[src/rtl/cpu_sequencer.sv]
// cpu_sequencer: 8-phase fetch/decode/execute controller with memory wait states, sticky halt
// and a stall watchdog. Optional single-step gating of phase 0 via macro CPU_SEQ_STEP_EN.
module cpu_sequencer #(
    parameter int unsigned OPC_W   = 3,
    parameter int unsigned TIMEOUT = 15
) (
    input  logic             clk,
    input  logic             rst_,
    input  logic [OPC_W-1:0] opcode,
    input  logic             zero,
    input  logic             mem_ready,
`ifdef CPU_SEQ_STEP_EN
    input  logic             step,
`endif
    output logic             sel,
    output logic             mem_rd,
    output logic             mem_wr,
    output logic             load_ir,
    output logic             inc_pc,
    output logic             load_pc,
    output logic             load_ac,
    output logic             data_e,
    output logic             halt,
    output logic [2:0]       phase,
    output logic             timeout_err
);

    localparam int unsigned PH_W  = 3;
    localparam int unsigned CNT_W = (TIMEOUT > 1) ? $clog2(TIMEOUT) : 1;
    localparam bit          WDOG_EN = (TIMEOUT > 0);
    // Counter value on the last stalled cycle before the watchdog forces release
    localparam logic [CNT_W-1:0] CNT_LAST = CNT_W'((TIMEOUT > 0) ? TIMEOUT - 1 : 0);

    localparam logic [OPC_W-1:0] OP_HLT = OPC_W'(0);
    localparam logic [OPC_W-1:0] OP_SKZ = OPC_W'(1);
    localparam logic [OPC_W-1:0] OP_ADD = OPC_W'(2);
    localparam logic [OPC_W-1:0] OP_AND = OPC_W'(3);
    localparam logic [OPC_W-1:0] OP_XOR = OPC_W'(4);
    localparam logic [OPC_W-1:0] OP_LDA = OPC_W'(5);
    localparam logic [OPC_W-1:0] OP_STO = OPC_W'(6);
    localparam logic [OPC_W-1:0] OP_JMP = OPC_W'(7);

    typedef enum logic [PH_W-1:0] {
        PH_INST_ADDR  = 3'd0,
        PH_INST_FETCH = 3'd1,
        PH_INST_LOAD  = 3'd2,
        PH_IDLE       = 3'd3,
        PH_OP_ADDR    = 3'd4,
        PH_OP_FETCH   = 3'd5,
        PH_ALU_OP     = 3'd6,
        PH_STORE      = 3'd7
    } phase_t;

    phase_t           phase_q, phase_d;
    logic             halt_q, halt_d;
    logic             tmo_q, tmo_d;
    logic [CNT_W-1:0] cnt_q, cnt_d;

    logic is_hlt, is_skz, is_sto, is_jmp, aluop;
    logic stall_ph, advance;

    assign is_hlt = (opcode == OP_HLT);
    assign is_skz = (opcode == OP_SKZ);
    assign is_sto = (opcode == OP_STO);
    assign is_jmp = (opcode == OP_JMP);
    assign aluop  = (opcode == OP_ADD) || (opcode == OP_AND) ||
                    (opcode == OP_XOR) || (opcode == OP_LDA);

    // State register: phase, sticky flags and stall counter
    always_ff @(posedge clk or negedge rst_) begin
        if (!rst_) begin
            phase_q <= PH_INST_ADDR;
            halt_q  <= 1'b0;
            tmo_q   <= 1'b0;
            cnt_q   <= '0;
        end else begin
            phase_q <= phase_d;
            halt_q  <= halt_d;
            tmo_q   <= tmo_d;
            cnt_q   <= cnt_d;
        end
    end

    // Strobe decode and next-phase logic; a halted sequencer freezes with all strobes low
    always_comb begin
        phase_d  = phase_q;
        halt_d   = halt_q;
        tmo_d    = tmo_q;
        cnt_d    = '0;
        sel      = 1'b0;
        mem_rd   = 1'b0;
        mem_wr   = 1'b0;
        load_ir  = 1'b0;
        inc_pc   = 1'b0;
        load_pc  = 1'b0;
        load_ac  = 1'b0;
        data_e   = 1'b0;
        stall_ph = 1'b0;
        advance  = 1'b0;

        if (!halt_q) begin
            case (phase_q)
                PH_INST_ADDR: ;
                PH_INST_FETCH: begin
                    sel      = 1'b1;
                    mem_rd   = 1'b1;
                    stall_ph = 1'b1;
                end
                PH_INST_LOAD, PH_IDLE: begin
                    sel     = 1'b1;
                    mem_rd  = 1'b1;
                    load_ir = 1'b1;
                end
                PH_OP_ADDR: begin
                    inc_pc = 1'b1;
                    halt_d = is_hlt;
                end
                PH_OP_FETCH: begin
                    mem_rd   = aluop;
                    stall_ph = aluop;
                end
                PH_ALU_OP: begin
                    mem_rd  = aluop;
                    inc_pc  = is_skz & zero;
                    load_pc = is_jmp;
                    data_e  = is_sto;
                end
                PH_STORE: begin
                    mem_rd   = aluop;
                    load_ac  = aluop;
                    load_pc  = is_jmp;
                    mem_wr   = is_sto;
                    data_e   = is_sto;
                    stall_ph = is_sto;
                end
                default: ;
            endcase

            advance = 1'b1;
            if (stall_ph && !mem_ready) begin
                if (WDOG_EN && (cnt_q == CNT_LAST)) begin
                    tmo_d = 1'b1;
                end else begin
                    advance = 1'b0;
                    cnt_d   = WDOG_EN ? cnt_q + CNT_W'(1) : '0;
                end
            end

`ifdef CPU_SEQ_STEP_EN
            if ((phase_q == PH_INST_ADDR) && !step) begin
                advance = 1'b0;
            end
`endif

            if (advance) begin
                phase_d = phase_t'(phase_q + PH_W'(1));
            end
        end
    end

    assign halt        = halt_q;
    assign timeout_err = tmo_q;
    assign phase       = phase_q;

endmodule

[config.mk]
export PLATFORM = sky130hd
export DESIGN_NAME = cpu_sequencer
export DESIGN_NICKNAME = d
export VERILOG_FILES = /design/src/rtl/cpu_sequencer.sv
export SDC_FILE = /design/constraint.sdc
export NUM_CORES = 1
export LEC_CHECK = 0
export ABC_AREA = 1
export ABC_CLOCK_PERIOD_IN_PS = 1300
export BUFFER_PORTS_ARGS = -buffer_cell sky130_fd_sc_hd__buf_2
export CORE_AREA = 2 2 42 44
export DETAILED_ROUTE_END_ITERATION = 8
export DIE_AREA = 0 0 44 46
export PLACE_DENSITY = 0.78
export SETUP_SLACK_MARGIN = 0.4
export SYNTH_ARGS = -nofsm -noshare
export SYNTH_HDL_FRONTEND = slang
export SYNTH_SLANG_ARGS = --single-unit
[constraint.sdc]
create_clock -name clk -period 1.3 [get_ports clk]
set_input_delay 0 -clock clk [delete_from_list [all_inputs] [get_ports clk]]
set_output_delay 0 -clock clk [all_outputs]
set_load 0.01 [all_outputs]
==> flow_summary.yaml <==
logic_synthesis:
  synth_area_leaders: "dfrtp_1, ha_1, nand2_1, inv_1, nand3_1"
  yosys_warnings: 0
  synth.avg_cell_area_um2: 8.38
  yosysTopAreaCellShare_pct: 34.0
  ys_top_cells_by_count: "nand2_1, inv_1, dfrtp_1, ha_1, nand3_1"
  async_flop_share_pct: 100
  synth_cell_types: 23
  ys_ff_latch: 9
  syn-cell-area_um2: 662
  ys.flop_type: "dfrtp_1"
  synth_edf_count: 0
  yosysMostFrequentCell: "nand2_1"
  syn_nets: 95
  seq_area_frac_synth_pct: 34.0
  synth_top_cell_by_area: "dfrtp_1"
  synthCells: 79
die:
  num_rows: 15
  coreArea_mm2: 0.00161
  io_pins: 20
  dieArea_mm2: 0.00202
  die_h_um: 46
  start_util_pct: 41.0
  fp.dieW_um: 44
pwr:
  ir_worst_vdd_mv: 0.440
  p_leak_nw: 0.633
  pwr_density_cell_mw_per_mm2: 424
clock_tree:
  htreeDepth: 1
  clockBufferDepth: 2
  clk_pin_slew_ns: 0.07
  clock_sinks: 9
  cts_tree: "done"
  insertion_delay_ns: 0.27
  cts_root_buffer: "clkbuf_4"
  cts_buffers: 3
grt:
  grt_pass1_wl_mm: 3.34
  track_usage_pct: 23.7
  grt_pass1_vias: 749
  grt.overflow.total: 0
  antenna_found_initial: 0
  grt_max_degree: 10
final_layout:
  drive_gt1_share_pct: 70.5
  regArea_um2: 229
  syn_to_final_growth_pct: 97.0
  insertedDiodeCount: 0
  layout.nets: 146
  finalNonFillerCells: 146
  nFillCells: 78
  final_core_util_pct: 80.8
  multiInputGateArea_um2: 598
setup_path:
  cp-start-kind: "flip-flop"
  crit_fanout: 4
  crit_top_cell: "ha_4"
  cp_top_family: "flip-flops"
  cp-end-kind: "output port"
  crit_buf_inv: 1
  critical-path-max-stage-delay_ns: 0.45
  reg2reg_depth: 10
  cp_data_arrival_time_ns: 1.60
  crit_type: "reg -> out"
  crit_path_top_delay_cell: "dfrtp_2"
  critical_path_depth: 6
  required_ns: 1.30
  path_cells: "ha_4 > ha_4 > a21oi_4 > a21boi_2 > a31oi_1 > buf_2"
timing:
  setup_viol_count_final: 16
  fin_ws_ns: -0.301
  timing.final.crit_period_ns: 1.60
  clock.fmax_mhz: 624
  worstMarginPinSlew_ns: 0.305
  max_slew_margin_pct: 79.6
  rsz0062_at_grt: "yes"
  final-hold-violation-count: 0
  slew_viol_final: 0
  clock_skew_ns: 0.00597
  period_share_pct: 123
drt:
  wirelength_mm: 2.40
  via_per_inst: 5.27
  postRouteAntennaNets: 0
  wl_per_cell_um: 16.4
  vias: 770
  dr.pass1.iters: 4
  drtIter0Drc: 19
  drc: 0
flow_run:
  maxCapViolCount: 0
status:
  status: "finished with violations"
  violations: "setup timing"
placed_design:
  dp_cells: 124
  io_buffers: 19
  gp_congestion: 0.830
  dp_hpwl_mm: 1.25
  pre_cts_ws_ns: -0.0946
worst_hold_path:
  holdPathStages: 4
  hp-class: "in -> reg"
## power by group
group | switching (mW) | internal (mW) | total (mW)
Sequential | 0 | 0.280 | 0.280
Combinational | 0.0273 | 0.0148 | 0.0421
Clock | 0.112 | 0.119 | 0.231
Total | 0.140 | 0.414 | 0.553
## layer usage
layer / vias up / track usage [%] / routed length (um)
met3: 6 / 7.14 / 118
met2: 31 / 44.7 / 1260
li1: 357 / - / -
met5: - / 0 / 0
met4: 0 / 9.70 / 55
met1: 376 / 24.1 / 964
## area by class of cell
type                       instances  area share (%)
sequential                         9            17.6
multi-input combinational         57            45.9
inverter                          12            3.45
tap                               17            1.63
timing repair buffer              47            29.5
clock buffer                       4            2.02
## final timing paths
path | slack, ns | to | startpoint
worst max-delay path | -0.30 | mem_rd | phase[0]
worst min-delay path | 0.07 | timeout_err | mem_ready
worst min register to register | 0.49 | timeout_err | timeout_err
max in group asynchronous | 0.97 | phase[1] | rst_
worst max register to register | -0.30 | phase[1] | phase[0]
min in group asynchronous | 0.11 | timeout_err | rst_
## cell usage in the layout, fill, tap and decap left out, drive strengths merged, types with 4 or more instances in the layout
cell	synthesis	final
buf	1	45
ha	9	9
nand3	9	9
nor2	5	5
inv	12	12
dfrtp	9	9
nand2	16	16
clkbuf	0	4
nor3	5	5
## cells by family (layout without fill, tap and decap cells)
logic type / count (synthesis) / count (layout) / synth area share, %
AOI/OAI and AO/OA: 8 / 8 / 7.75
xor gates and xnor gates: 2 / 2 / 2.65
adders and majority gates: 9 / 9 / 17.0
buffers and inverters: 13 / 63 / 8.51
DFF: 9 / 9 / 34.0
and+or+nand+nor: 38 / 38 / 30.1
## tightest hold or removal path: cells and delay by family
family                 cells  cell delay, ns
AO/OA/AOI/OAI              1            0.06
AND/OR/NAND/NOR            1            0.08
buffers and inverters      2            0.16
## flip-flops by register name, summed over array words and instances, names as in the netlist
name,flops
cnt_q,4
halt,1
phase,3
timeout_err,1
## metrics by stage
stage / instance area (um2) / hold slack [ns] / power, mW / setup TNS (ns)
floorplan: 712 / -0.296 / 0.297 / -0.0379
global placement: 892 / -0.142 / 0.315 / -0.265
detailed placement: 892 / -0.134 / 0.316 / -0.588
CTS: 1140 / 0.0552 / 0.540 / -3.06
global route: 1300 / 0.0861 / 0.563 / -4.73
finish: 1300 / 0.0659 / 0.553 / -3.68
## timing repair
item                       in CTS  in global routing
pin swaps                      11                  9
hold endpoints to repair       10                  0
hold buffers                    2                  0
gates resized for setup        33                 24
setup endpoints to repair      18                 21
cloned                          0                  0
buffers inserted                8                  8
(Power assumes the default switching activity.)
